### config.mk
export PLATFORM = sky130hd
export DESIGN_NAME = axis_uart_rx
export DESIGN_NICKNAME = d
export VERILOG_FILES = /design/src/rtl/uart_pkg.sv /design/src/rtl/uart_sync2.sv /design/src/rtl/axis_uart_rx.sv
export SDC_FILE = /design/constraint.sdc
export NUM_CORES = 1
export LEC_CHECK = 0
export ABC_AREA = 1
export BUFFER_PORTS_ARGS = -buffer_cell sky130_fd_sc_hd__buf_4
export CORE_MARGIN = 3
export CORE_UTILIZATION = 30
export CTS_CLUSTER_SIZE = 30
export DETAILED_ROUTE_END_ITERATION = 8
export SYNTH_ARGS = -nofsm -noshare
export SYNTH_HDL_FRONTEND = slang
export SYNTH_SLANG_ARGS = --single-unit
### constraint.sdc
create_clock -name clk -period 1.64 [get_ports clk]
set_input_delay 0.164 -clock clk [delete_from_list [all_inputs] [get_ports clk]]
set_output_delay 0.164 -clock clk [all_outputs]
set_load 0.01 [all_outputs]
### src/rtl/uart_pkg.sv
// Shared UART definitions: receiver FSM state encoding and the oversample ratio.
// Latency: n/a (declarations only).
// Backpressure: n/a.
// Optional parity support is selected by the macro UART_RX_PARITY_EN.
package uart_pkg;

    // Clock cycles per bit for each unit of prescale; the TX side will reuse it.
    localparam int OVERSAMPLE = 8;

    typedef enum logic [2:0] {
        ST_IDLE,
        ST_START,
        ST_DATA,
`ifdef UART_RX_PARITY_EN
        ST_PARITY,
`endif
        ST_STOP,
        ST_BREAK    // after a frame error, waiting for the line to return high
    } uart_state_e;

endpackage

### src/rtl/uart_sync2.sv
// Two-flop synchronizer for a single asynchronous input bit.
// Latency: 2 clk cycles from input to sync_o.
// Backpressure: none.
// Ports: clk, rst (sync, active-high), async_i (raw input), sync_o (synchronized).
module uart_sync2 #(
    parameter logic RST_VAL = 1'b1
) (
    input  logic clk,
    input  logic rst,
    input  logic async_i,
    output logic sync_o
);

    logic meta_q;
    logic sync_q;

    always_ff @(posedge clk) begin
        if (rst) begin
            meta_q <= RST_VAL;
            sync_q <= RST_VAL;
        end else begin
            meta_q <= async_i;
            sync_q <= meta_q;
        end
    end

    assign sync_o = sync_q;

endmodule

### src/rtl/axis_uart_rx.sv
// UART receiver with an AXI-Stream master output holding one character.
// Latency: tvalid rises one cycle after the stop-bit sample of a good frame.
// Backpressure: single output register; a character arriving while it is still
//   full and not being accepted is dropped and rx_overrun_error pulses.
// Ports: clk, rst (sync, active-high); rxd (async serial in, idle high);
//   prescale (bit period = prescale*8 cycles, 0 acts as 1); m_axis_tdata/tvalid/
//   tready (output stream); rx_busy; rx_overrun_error / rx_frame_error pulses.
// Macro UART_RX_PARITY_EN adds an even-parity bit and the rx_parity_error pulse.
module axis_uart_rx
    import uart_pkg::*;
#(
    parameter int DATA_WIDTH = 8
) (
    input  logic                  clk,
    input  logic                  rst,
    output logic [DATA_WIDTH-1:0] m_axis_tdata,
    output logic                  m_axis_tvalid,
    input  logic                  m_axis_tready,
    input  logic                  rxd,
    output logic                  rx_busy,
    output logic                  rx_overrun_error,
    output logic                  rx_frame_error,
`ifdef UART_RX_PARITY_EN
    output logic                  rx_parity_error,
`endif
    input  logic [15:0]           prescale
);

    localparam int CNT_W = 19;
    localparam int BIT_W = (DATA_WIDTH > 1) ? $clog2(DATA_WIDTH) : 1;

    uart_state_e             state_q, state_d;
    logic [CNT_W-1:0]        cnt_q, cnt_d;
    logic [BIT_W-1:0]        bit_q, bit_d;
    logic [15:0]             pre_q, pre_d;
    logic [DATA_WIDTH-1:0]   shift_q, shift_d;
    logic [DATA_WIDTH-1:0]   tdata_q, tdata_d;
    logic                    tvalid_q, tvalid_d;
    logic                    ovr_q, ovr_d;
    logic                    ferr_q, ferr_d;
    logic                    good;
    logic                    par_ok;
    logic                    rxd_s;
    logic [15:0]             pre_eff;
    logic [CNT_W-1:0]        bit_cyc;
    logic [CNT_W-1:0]        half_cyc;

`ifdef UART_RX_PARITY_EN
    logic perr_q, perr_d;
    logic pbad_q, pbad_d;
    assign par_ok          = !pbad_q;
    assign rx_parity_error = perr_q;
`else
    assign par_ok = 1'b1;
`endif

    uart_sync2 #(.RST_VAL(1'b1)) u_sync (
        .clk     (clk),
        .rst     (rst),
        .async_i (rxd),
        .sync_o  (rxd_s)
    );

    assign pre_eff = (prescale == 16'd0) ? 16'd1 : prescale;
    // Counters load "period - 1" and the sample is taken in the cycle they read 0.
    // Half period comes from the live input: pre_q is only latched on this edge.
    assign bit_cyc  = CNT_W'(pre_q) * CNT_W'(OVERSAMPLE) - CNT_W'(1);
    assign half_cyc = CNT_W'(pre_eff) * CNT_W'(OVERSAMPLE / 2) - CNT_W'(1);

    always_ff @(posedge clk) begin
        if (rst) begin
            state_q  <= ST_IDLE;
            cnt_q    <= '0;
            bit_q    <= '0;
            pre_q    <= '0;
            shift_q  <= '0;
            tdata_q  <= '0;
            tvalid_q <= 1'b0;
            ovr_q    <= 1'b0;
            ferr_q   <= 1'b0;
`ifdef UART_RX_PARITY_EN
            perr_q   <= 1'b0;
            pbad_q   <= 1'b0;
`endif
        end else begin
            state_q  <= state_d;
            cnt_q    <= cnt_d;
            bit_q    <= bit_d;
            pre_q    <= pre_d;
            shift_q  <= shift_d;
            tdata_q  <= tdata_d;
            tvalid_q <= tvalid_d;
            ovr_q    <= ovr_d;
            ferr_q   <= ferr_d;
`ifdef UART_RX_PARITY_EN
            perr_q   <= perr_d;
            pbad_q   <= pbad_d;
`endif
        end
    end

    always_comb begin
        state_d  = state_q;
        cnt_d    = cnt_q;
        bit_d    = bit_q;
        pre_d    = pre_q;
        shift_d  = shift_q;
        tdata_d  = tdata_q;
        tvalid_d = tvalid_q && !m_axis_tready;
        ovr_d    = 1'b0;
        ferr_d   = 1'b0;
        good     = 1'b0;
`ifdef UART_RX_PARITY_EN
        perr_d   = 1'b0;
        pbad_d   = pbad_q;
`endif

        case (state_q)
            ST_IDLE: begin
                if (!rxd_s) begin
                    state_d = ST_START;
                    pre_d   = pre_eff;
                    cnt_d   = half_cyc;
`ifdef UART_RX_PARITY_EN
                    pbad_d  = 1'b0;
`endif
                end
            end
            ST_START: begin
                if (cnt_q == '0) begin
                    if (rxd_s) begin
                        state_d = ST_IDLE;   // glitch, not a real start bit
                    end else begin
                        state_d = ST_DATA;
                        cnt_d   = bit_cyc;
                        bit_d   = '0;
                    end
                end else begin
                    cnt_d = cnt_q - CNT_W'(1);
                end
            end
            ST_DATA: begin
                if (cnt_q == '0) begin
                    shift_d                 = shift_q >> 1;
                    shift_d[DATA_WIDTH-1]   = rxd_s;
                    cnt_d                   = bit_cyc;
                    if (bit_q == BIT_W'(DATA_WIDTH - 1)) begin
`ifdef UART_RX_PARITY_EN
                        state_d = ST_PARITY;
`else
                        state_d = ST_STOP;
`endif
                    end else begin
                        bit_d = bit_q + BIT_W'(1);
                    end
                end else begin
                    cnt_d = cnt_q - CNT_W'(1);
                end
            end
`ifdef UART_RX_PARITY_EN
            ST_PARITY: begin
                if (cnt_q == '0) begin
                    // Even parity: the parity bit equals the XOR of the data bits.
                    if (rxd_s != ^shift_q) begin
                        perr_d = 1'b1;
                        pbad_d = 1'b1;
                    end
                    state_d = ST_STOP;
                    cnt_d   = bit_cyc;
                end else begin
                    cnt_d = cnt_q - CNT_W'(1);
                end
            end
`endif
            ST_STOP: begin
                if (cnt_q == '0) begin
                    if (rxd_s) begin
                        state_d = ST_IDLE;
                        good    = par_ok;
                    end else begin
                        state_d = ST_BREAK;
                        ferr_d  = 1'b1;
                    end
                end else begin
                    cnt_d = cnt_q - CNT_W'(1);
                end
            end
            ST_BREAK: begin
                if (rxd_s) state_d = ST_IDLE;
            end
            default: state_d = ST_IDLE;
        endcase

        if (good) begin
            if (!tvalid_q || m_axis_tready) begin
                tvalid_d = 1'b1;
                tdata_d  = shift_q;
            end else begin
                ovr_d = 1'b1;
            end
        end
    end

    assign m_axis_tdata     = tdata_q;
    assign m_axis_tvalid    = tvalid_q;
    assign rx_busy          = (state_q != ST_IDLE) && (state_q != ST_BREAK);
    assign rx_overrun_error = ovr_q;
    assign rx_frame_error   = ferr_q;

endmodule

# == Word-level counts from Yosys, hierarchy flattened ==
# Index checks and enable logic that the tools add are counted.
# op_classes
add_sub_neg,4
eq_ne,16
n_mux,28
n_bitwise,4
reduce_logical,19
# op_table
cell,n
$mux 19,5
$pmux 19 s4,1
$sub 19x1->19 const B,2
$mux 3,11
$logic_not 19->1,1
$sub 18x1->19 const B,1
$logic_not 16->1,1
$mux 16,1
$ne 2x2->1 const B,8
$pmux 3 s5,1
$mux 1,7
$eq 3x2->1 const B,2
$eq 3x3->1 const B,2
$ne 3x3->1 const B,2
$pmux 3 s2,1
$reduce_and 2->1,3
$reduce_and 6->1,1
$reduce_and 5->1,1
$not 1->1,4
$reduce_and 4->1,1
$reduce_bool 4->1,1
$add 3x1->3 const B,1
$eq 3x1->1 const B,1
$logic_not 3->1,1
other kinds (9),11
# totals
register_bits,62
in_bits,20
out_inout_bits,12
word_cells,82

# == Depth between registers and ports, before layout ==
# Gate-level depths: netlist of run 1.
# depth
ltp_word,5
depth_mapped,15
depth_no_buf,15

# == Hierarchy ==
# Synthesis of run 1 repeated with hierarchy kept, for this count alone.
# unflattened
hier_cells,636
area_unflattened_um2,3953.8
# by_module_without_submodules
mod,instances,cells_each,area_per_inst_um2,seq_area_each_um2
axis_uart_rx,1,629,3895.0,1201.2
uart_sync2,1,7,58.8,40.0

# == Worst setup path before layout of run 1 ==
# Ideal clock, no wire load.
# synth_timing
path_type,register -> register
from,reg cnt_q[0]
to,reg cnt_q[11]
setup_time_ns,0.109
arrival_ns,1.586
required_time_ns,1.531
slack_ns,-0.055
path_stages_with_launch,13
path_buffers,1
period_less_slack_ns,1.695
cell_sequence,dfxtp_1 > inv_1 > ha_1 > nand2_4 > nor2_8 > nand2_4 > nor2_8 > o211ai_4 > nand2_4 > buf_8 > a21oi_1 > nand2_1 > inv_1
# synth_between
elab_chain_len,3
word_cells_on_any_way,9
classes_between,add/sub: 1; eq/ne: 2; mux: 4; reduce/logical: 2
# synth_rtl
element,line_no,text
from (decl),axis_uart_rx.sv:33,"logic [CNT_W-1:0] cnt_q, cnt_d;"
from (signal assigned),axis_uart_rx.sv:87,cnt_q <= cnt_d;
$sub 19x1->19 or $logic_not 19->1 (tied branches),--,
$mux 19 (tied with other cells),axis_uart_rx.sv:176,if (cnt_q == '0) begin
$pmux 19 s4 or $reduce_and 4->1 (tied branches),--,
# Several ways; a longest one is shown, not always the timed one. The select of a mux whose other input is x is not followed.
# A chain may end at the register's enable or synchronous reset.

# == Final worst setup path of run 1 ==
# layout_timing
from,reg cnt_q[0]
to,reg bit_q[2]
# layout_between
elab_chain_len,3
word_cells_on_any_way,4
classes_between,eq/ne: 2; reduce/logical: 2
# layout_rtl
element,line_no,text
$logic_not 19->1 (*),"axis_uart_rx.sv:130, axis_uart_rx.sv:143",
$ne 2x2->1 (no source line),--,
$reduce_and 5->1 (no source line) (*),--,
to (signal assigned),axis_uart_rx.sv:88,bit_q <= bit_d;
to (decl),axis_uart_rx.sv:34,"logic [BIT_W-1:0] bit_q, bit_d;"
# Mark *: on every way between the ends. The rest lies on a longest branch, timed or not.

==> impl_results.md, run 1 <==
- Total gr overflow: 0
- #FFs+latches synth: 62
- Drt first-iter violations: 428
- I/O Buffers: 31
- Vias per inst: 4.88
- Clock latency on the worst-skew pair: 340 ps
- EDFF count, synth: 0
- Post-Syn Nets: 660
- HP Class: in2reg
- Worst path required time: 1910 ps
- Area delta synth->final: 55.3%
- WP buf/inv: 4
- Vias in the first global route: 4244
- Synth top area cells: dfxtp_1 31%, nand2_1 13%, nor2_1 11%
- WS Path Type: reg2reg
- Die width: 122 um
- Period utilization: 1.09
- Clock root buffer: clkbuf_16
- Crit path top cell by count: nor2_4
- Sequential area share after synthesis: 0.310
- CP arrival: 2060 ps
- TritonCTS clock tree: done
- Total of max-cap violations: 0
- Die area: 0.0148 mm^2
- Site Rows: 41
- Drt pass-1 iters: 7
- Share of layout cells above drive strength 1: 0.389
- Sink Count: 62
- Initial antenna violation count: 0
- CP delay by family, top: simple AND/OR/NAND/NOR gates
- # DRC: 0
- Die Height: 122 um
- Clock H-tree levels: 3
- Largest net degree at the start of global routing: 25
- Placer Congestion: 0.972
- Pleak: 0.00288 uW
- Worst Tran Pin Value: 561 ps
- Cell count after synthesis: 635
- Initial Util: 0.312
- CP Max Fanout: 5
- Pins Over Slew Limit: 0
- Wire per inst: 15.2 um
- CP Launch Type: register
- Slew margin rel.: 0.626
- Sum Neg Setup Slack: -2730 ps
- Failing checks: setup timing
- Synth cell count leaders: 135 x nand2_1, 114 x nor2_1, 71 x inv_1, 62 x dfxtp_1, 46 x o21ai_0
- Synth warn: 0
- Total Wirelength: 14.6 mm
- Synth unique cells: 36
- Final worst setup slack: -142 ps
- RSZ-0062 raised after global routing: true
- Clk buf depth: 2
- Status: finished, violations left
- TritonCTS buffer count: 9
- Mapped Area: 0.00401 mm^2
- Skew final: 9.97 ps
- Pwr dens: 1850 mW/mm^2
- Endpoints failing hold: 0
- Dominant synthesized flop cell: dfxtp_1
- Fill count: 1271
- Non-Filler Cell Area, Final: 0.00622 mm^2
- Async SR Flop Fraction: 0
- First-pass GRT wire length: 21.4 mm
- Global-route total usage across every layer: 0.184
- DP Area: 0.00513 mm^2
- Vias: 4661
- Yosys top cell by area: dfxtp_1
- Core area: 0.0128 mm^2
- Crit path time final: 1780 ps
- Cells along the critical path: inv_2, ha_4, nand2_4, nor2_8, buf_6, buf_4, nand3_4, nor2_4, buf_8, nand2_8, nor2_4, nand2_1, a21oi_2
- I/O pin total: 32
- Peak VDD IR: 0.729 mV
- Layout net count: 804
- Antenna cells: 0
- Clk pin slew, worst setup/hold paths: 60 ps
- FMAX: 0.561 GHz
- Endpoints failing setup: 35
- Syn_area_per_cell: 6.31 um^2
- Most common cell in the netlist: nand2_1
- Slowest stage delay, CP: 310 ps
- DP HPWL: 9.73 mm
- Post-synth top area share: 0.310
- Crit path max-delay cell type: dfxtp_2
- Worst setup EP type: register
- DRT antenna net count: 0
[final timing paths]
path                                     from  slack, ps             to  cells past startpoint
worst max register to register       cnt_q[0]       -140       bit_q[2]                     13
worst min-delay path             prescale[15]        160      pre_q[15]                      4
worst min register to register  u_sync.meta_q        410  u_sync.sync_o                      1
worst max-delay path                 cnt_q[0]       -140       bit_q[2]                     13
[kinds of logic (layout without fill, tap and decap cells)]
kind of cell / count (synthesis) / after routing / share of synthesized area
fa+ha+maj: 5 / 5 / 0.0156
flops: 62 / 62 / 0.310
xor+xnor: 22 / 22 / 0.0481
buf+inv: 92 / 240 / 0.0937
simple gates: 339 / 340 / 0.377
compound gates: 115 / 115 / 0.156
[report_power, final]
group          internal, uW  switching (uW)
Sequential             1840             293
Clock                  1350             784
Combinational          3160            4100
[flip-flops by register name, indices dropped and copies added (netlist names), 3 cells and up]
signal and cells:
pre_q 16, cnt_q 19, shift_q 8, m_axis_tdata 8, bit_q 3, state_q 3
[cell type report]
cell class                      instances  area, um^2  area share
Sequential cell                        62        1260       0.203
Clock buffer                            9         225      0.0362
Clock inverter                          7         103      0.0165
Timing Repair inverter                  1        6.26     0.00101
Inverter                               77         297      0.0476
Timing Repair Buffer                  146        1240       0.200
Tap cell                              172         215      0.0346
Multi-Input combinational cell        482        2870       0.462
[per-stage QoR]
step,setup slack (ps),utilization,cells,total power [uW],hold slack [ps]
after global placement,-335,0.400,914,7600,354
final,-142,0.485,956,11500,163
after detailed placement,-372,0.400,914,7600,353
after CTS,-30.7,0.446,941,10200,149
after floorplan,7.33,-,635,5530,268
after global routing,-234,0.485,956,12200,190
[worst min-delay path, cell delays in order]
cell    delay, ps
buf_4          80
buf_4         100
nor2_1         40
nor2_1         80
[layer usage]
layer  part of all wire  global-route usage
met1               0.44               0.249
met2               0.47               0.294
met3              0.059              0.0274
met4              0.029              0.0735
met5                  0                   0
[placed cells by master, fill, tap and decap left out, types with 3 or more instances in the layout]
cell type  Yosys  final
xor2_1        14     12
buf_4          0    125
nor2_1       114     97
dfxtp_2        0     11
nand3_1       44     35
buf_12         0      5
nand2_4        4     10
inv_1         71     68
buf_6          2     11
ha_1           5      4
a21oi_1       44     38
inv_2          6      8
nand3b_1       3      3
o21ai_1       13     11
nand4_1        6      6
dfxtp_1       62     49
o21ai_2        1     20
a21oi_2        3      9
nand3_2        1      8
nand2_2        4     22
nor2_2         9     12
o21ai_0       46     28
inv_6          0      3
nor2_4         4     18
clkbuf_16      0     11
a211oi_2       0      3
nor3_1         7      4
nand2_1      135    110
or2_2          3      3
xnor2_1        8      6
[timing repair]
action	4_1_cts	5_1_grt
pin swaps	27	50
buffers inserted	11	11
endpoints found under the hold margin	1	0
gates cloned	0	6
resized for setup	60	103
setup endpoints to repair	36	44
hold buffers	1	0
(Power assumes the default switching activity.)
==> run 2: changes to the inputs <==
--- a/config.mk
+++ b/config.mk
@@ -9,6 +9,7 @@
 export BUFFER_PORTS_ARGS = -buffer_cell sky130_fd_sc_hd__buf_4
 export CORE_MARGIN = 3
 export CORE_UTILIZATION = 30
+export CTS_BUF_LIST = sky130_fd_sc_hd__clkbuf_4 sky130_fd_sc_hd__clkbuf_8
 export CTS_CLUSTER_SIZE = 30
 export DETAILED_ROUTE_END_ITERATION = 8
 export SYNTH_ARGS = -nofsm -noshare
==> impl_results.md, run 2 (synthesis results as in run 1) <==
- Period utilization: 1.09
- Final worst setup slack: -142 ps
- Clock latency on the worst-skew pair: 360 ps
- Internal power: 5670 uW
- Drt first-iter violations: 321
- Area delta synth->final: 49.0%
- Comb pwr share: 0.647
- Site Rows: 41
- Largest net degree at the start of global routing: 25
- Endpoints failing setup: 33
- First-pass GRT wire length: 21.3 mm
- Vias: 4542
- Clk buf depth: 2
- FMAX: 0.561 GHz
- Wire per inst: 14.4 um
- Total Wirelength: 13.7 mm
- Die Height: 122 um
- DP HPWL: 9.73 mm
- Failing checks: setup timing
- I/O Buffers: 31
- Die area: 0.0148 mm^2
- Global-route total usage across every layer: 0.183
- Hold Slack: 144 ps
- Worst Tran Pin Value: 543 ps
- Share of layout cells above drive strength 1: 0.364
- Vias in the first global route: 4227
- Placer Congestion: 0.972
- Clock power frac: 0.151
- RSZ-0062 raised after global routing: true
- I/O pin total: 32
- Crit path time final: 1780 ps
- Fill count: 1321
- Antenna cells: 0
- CP arrival: 2080 ps
- Worst path required time: 1930 ps
- Worst reg2reg path depth: 13
- Largest reg by FF count: cnt_q
- Sw Pwr: 4850 uW
- Core area: 0.0128 mm^2
- Total of max-cap violations: 0
- Pins Over Slew Limit: 0
- Max FFs per register: 19
- # DRC: 0
- CP Launch Type: register
- Reg2reg start: cnt_q[1]
- Vias per inst: 4.77
- Clk pin slew, worst setup/hold paths: 80 ps
- Skew final: 14.5 ps
- HP Class: in2reg
- Flop pwr share: 0.201
- Initial antenna violation count: 0
- HP Start: prescale[15]
- Hold depth: 4
- Switching Fraction: 0.461
- Pwr dens: 1760 mW/mm^2
- Layout net count: 800
- Endpoints failing hold: 0
- Largest regs: cnt_q: 19 flops, pre_q: 16 flops
- TritonCTS buffer count: 9
- Drt pass-1 iters: 5
- FF-to-FF setup slack: -140 ps
- DRT antenna net count: 0
- Initial Util: 0.312
- Pleak: 0.00278 uW
- Clock H-tree levels: 3
- Peak VDD IR: 0.697 mV
- Most frequent cells in the layout: 124 x buf_4, 115 x nand2_1, 97 x nor2_1, 69 x inv_1, 53 x dfxtp_1
- Die width: 122 um
- Sink Count: 62
- R2r endpoint: bit_q[2]
- Clock root buffer: clkbuf_8
- Worst hold endpoint: pre_q[15]
- TritonCTS clock tree: done
- Worst setup EP type: register
- Status: finished, violations left
- Slew margin rel.: 0.638
- Sum Neg Setup Slack: -2360 ps
- Total gr overflow: 0
- Commonest non-fill, non-tap cell in the layout: buf_4
- CP Max Fanout: 5
- WS Path Type: reg2reg
## run 2: final cells by class
cell class | instances | area (um^2) | share of cell area
Multi-Input combinational cell | 482 | 2780 | 0.465
Sequential cell | 62 | 1260 | 0.211
Timing Repair Buffer | 142 | 1190 | 0.200
Inverter | 77 | 297 | 0.0497
Tap cell | 172 | 215 | 0.0360
Clock buffer | 9 | 124 | 0.0207
Clock inverter | 7 | 103 | 0.0172
Timing Repair inverter | 1 | 6.26 | 0.00105
## run 2: what timing repair did
action                                  CTS  global route
hold endpoints to repair                  1             0
hold buffers                              1             0
endpoints found under the setup margin   36            45
pin swaps                                23            39
cloned                                    0             3
resized for setup                        55            81
setup buffers                            11            10
## run 2: how the worst max path moves through the flow
| stage | to | slack, ps | depth (start not counted) | from |
|---|---|---|---|---|
| 2_1_floorplan | cnt_q[16] | 7 | 15 | prescale[8] |
| 3_3_place_gp | cnt_q[16] | -330 | 16 | prescale[4] |
| 3_5_place_dp | cnt_q[16] | -370 | 16 | prescale[4] |
| 4_1_cts | m_axis_tdata[2] | -30 | 8 | cnt_q[9] |
| 5_1_grt | cnt_q[5] | -230 | 12 | cnt_q[1] |
| 6_report | bit_q[2] | -140 | 13 | cnt_q[1] |
## run 2: routing by layer
metal	vias to the layer above	GRT usage	wire (um)
li1	2310	-	-
met1	2068	0.247	6060
met2	137	0.289	6470
met3	27	0.0325	725
met4	0	0.0763	436
met5	-	0	0
## run 2: stage by stage
| step | utilization | cells | setup WS, ps | area (um^2) | total power, uW |
|---|---|---|---|---|---|
| 5_1_grt | 0.466 | 952 | -230 | 5970 | 11200 |
| 2_1_floorplan | - | 635 | 7.33 | 4020 | 5530 |
| 3_5_place_dp | 0.400 | 914 | -372 | 5130 | 7600 |
| 6_report | 0.466 | 952 | -142 | 5970 | 10500 |
| 3_3_place_gp | 0.400 | 914 | -335 | 5130 | 7600 |
| 4_1_cts | 0.436 | 940 | -33.4 | 5590 | 9630 |
## run 2: critical path: stages (launching register included)
cell and delay (ps):
dfxtp_2 330, inv_2 70, ha_4 140, nand2_4 70
nor2_8 140, buf_6 110, buf_4 100, nand3_4 70
nor2_4 130, buf_8 150, nand2_8 90, nor2_4 110
nand2_1 70, a21oi_2 120
## run 2: power by group through the flow
stage / Sequential [uW] / Clock (uW) / Combinational, uW
floorplan: 2090 / 0 / 3440
global placement: 2060 / 0 / 5550
detailed placement: 2050 / 0 / 5540
CTS: 2060 / 1630 / 5940
global route: 2150 / 1700 / 7380
finish: 2110 / 1590 / 6810
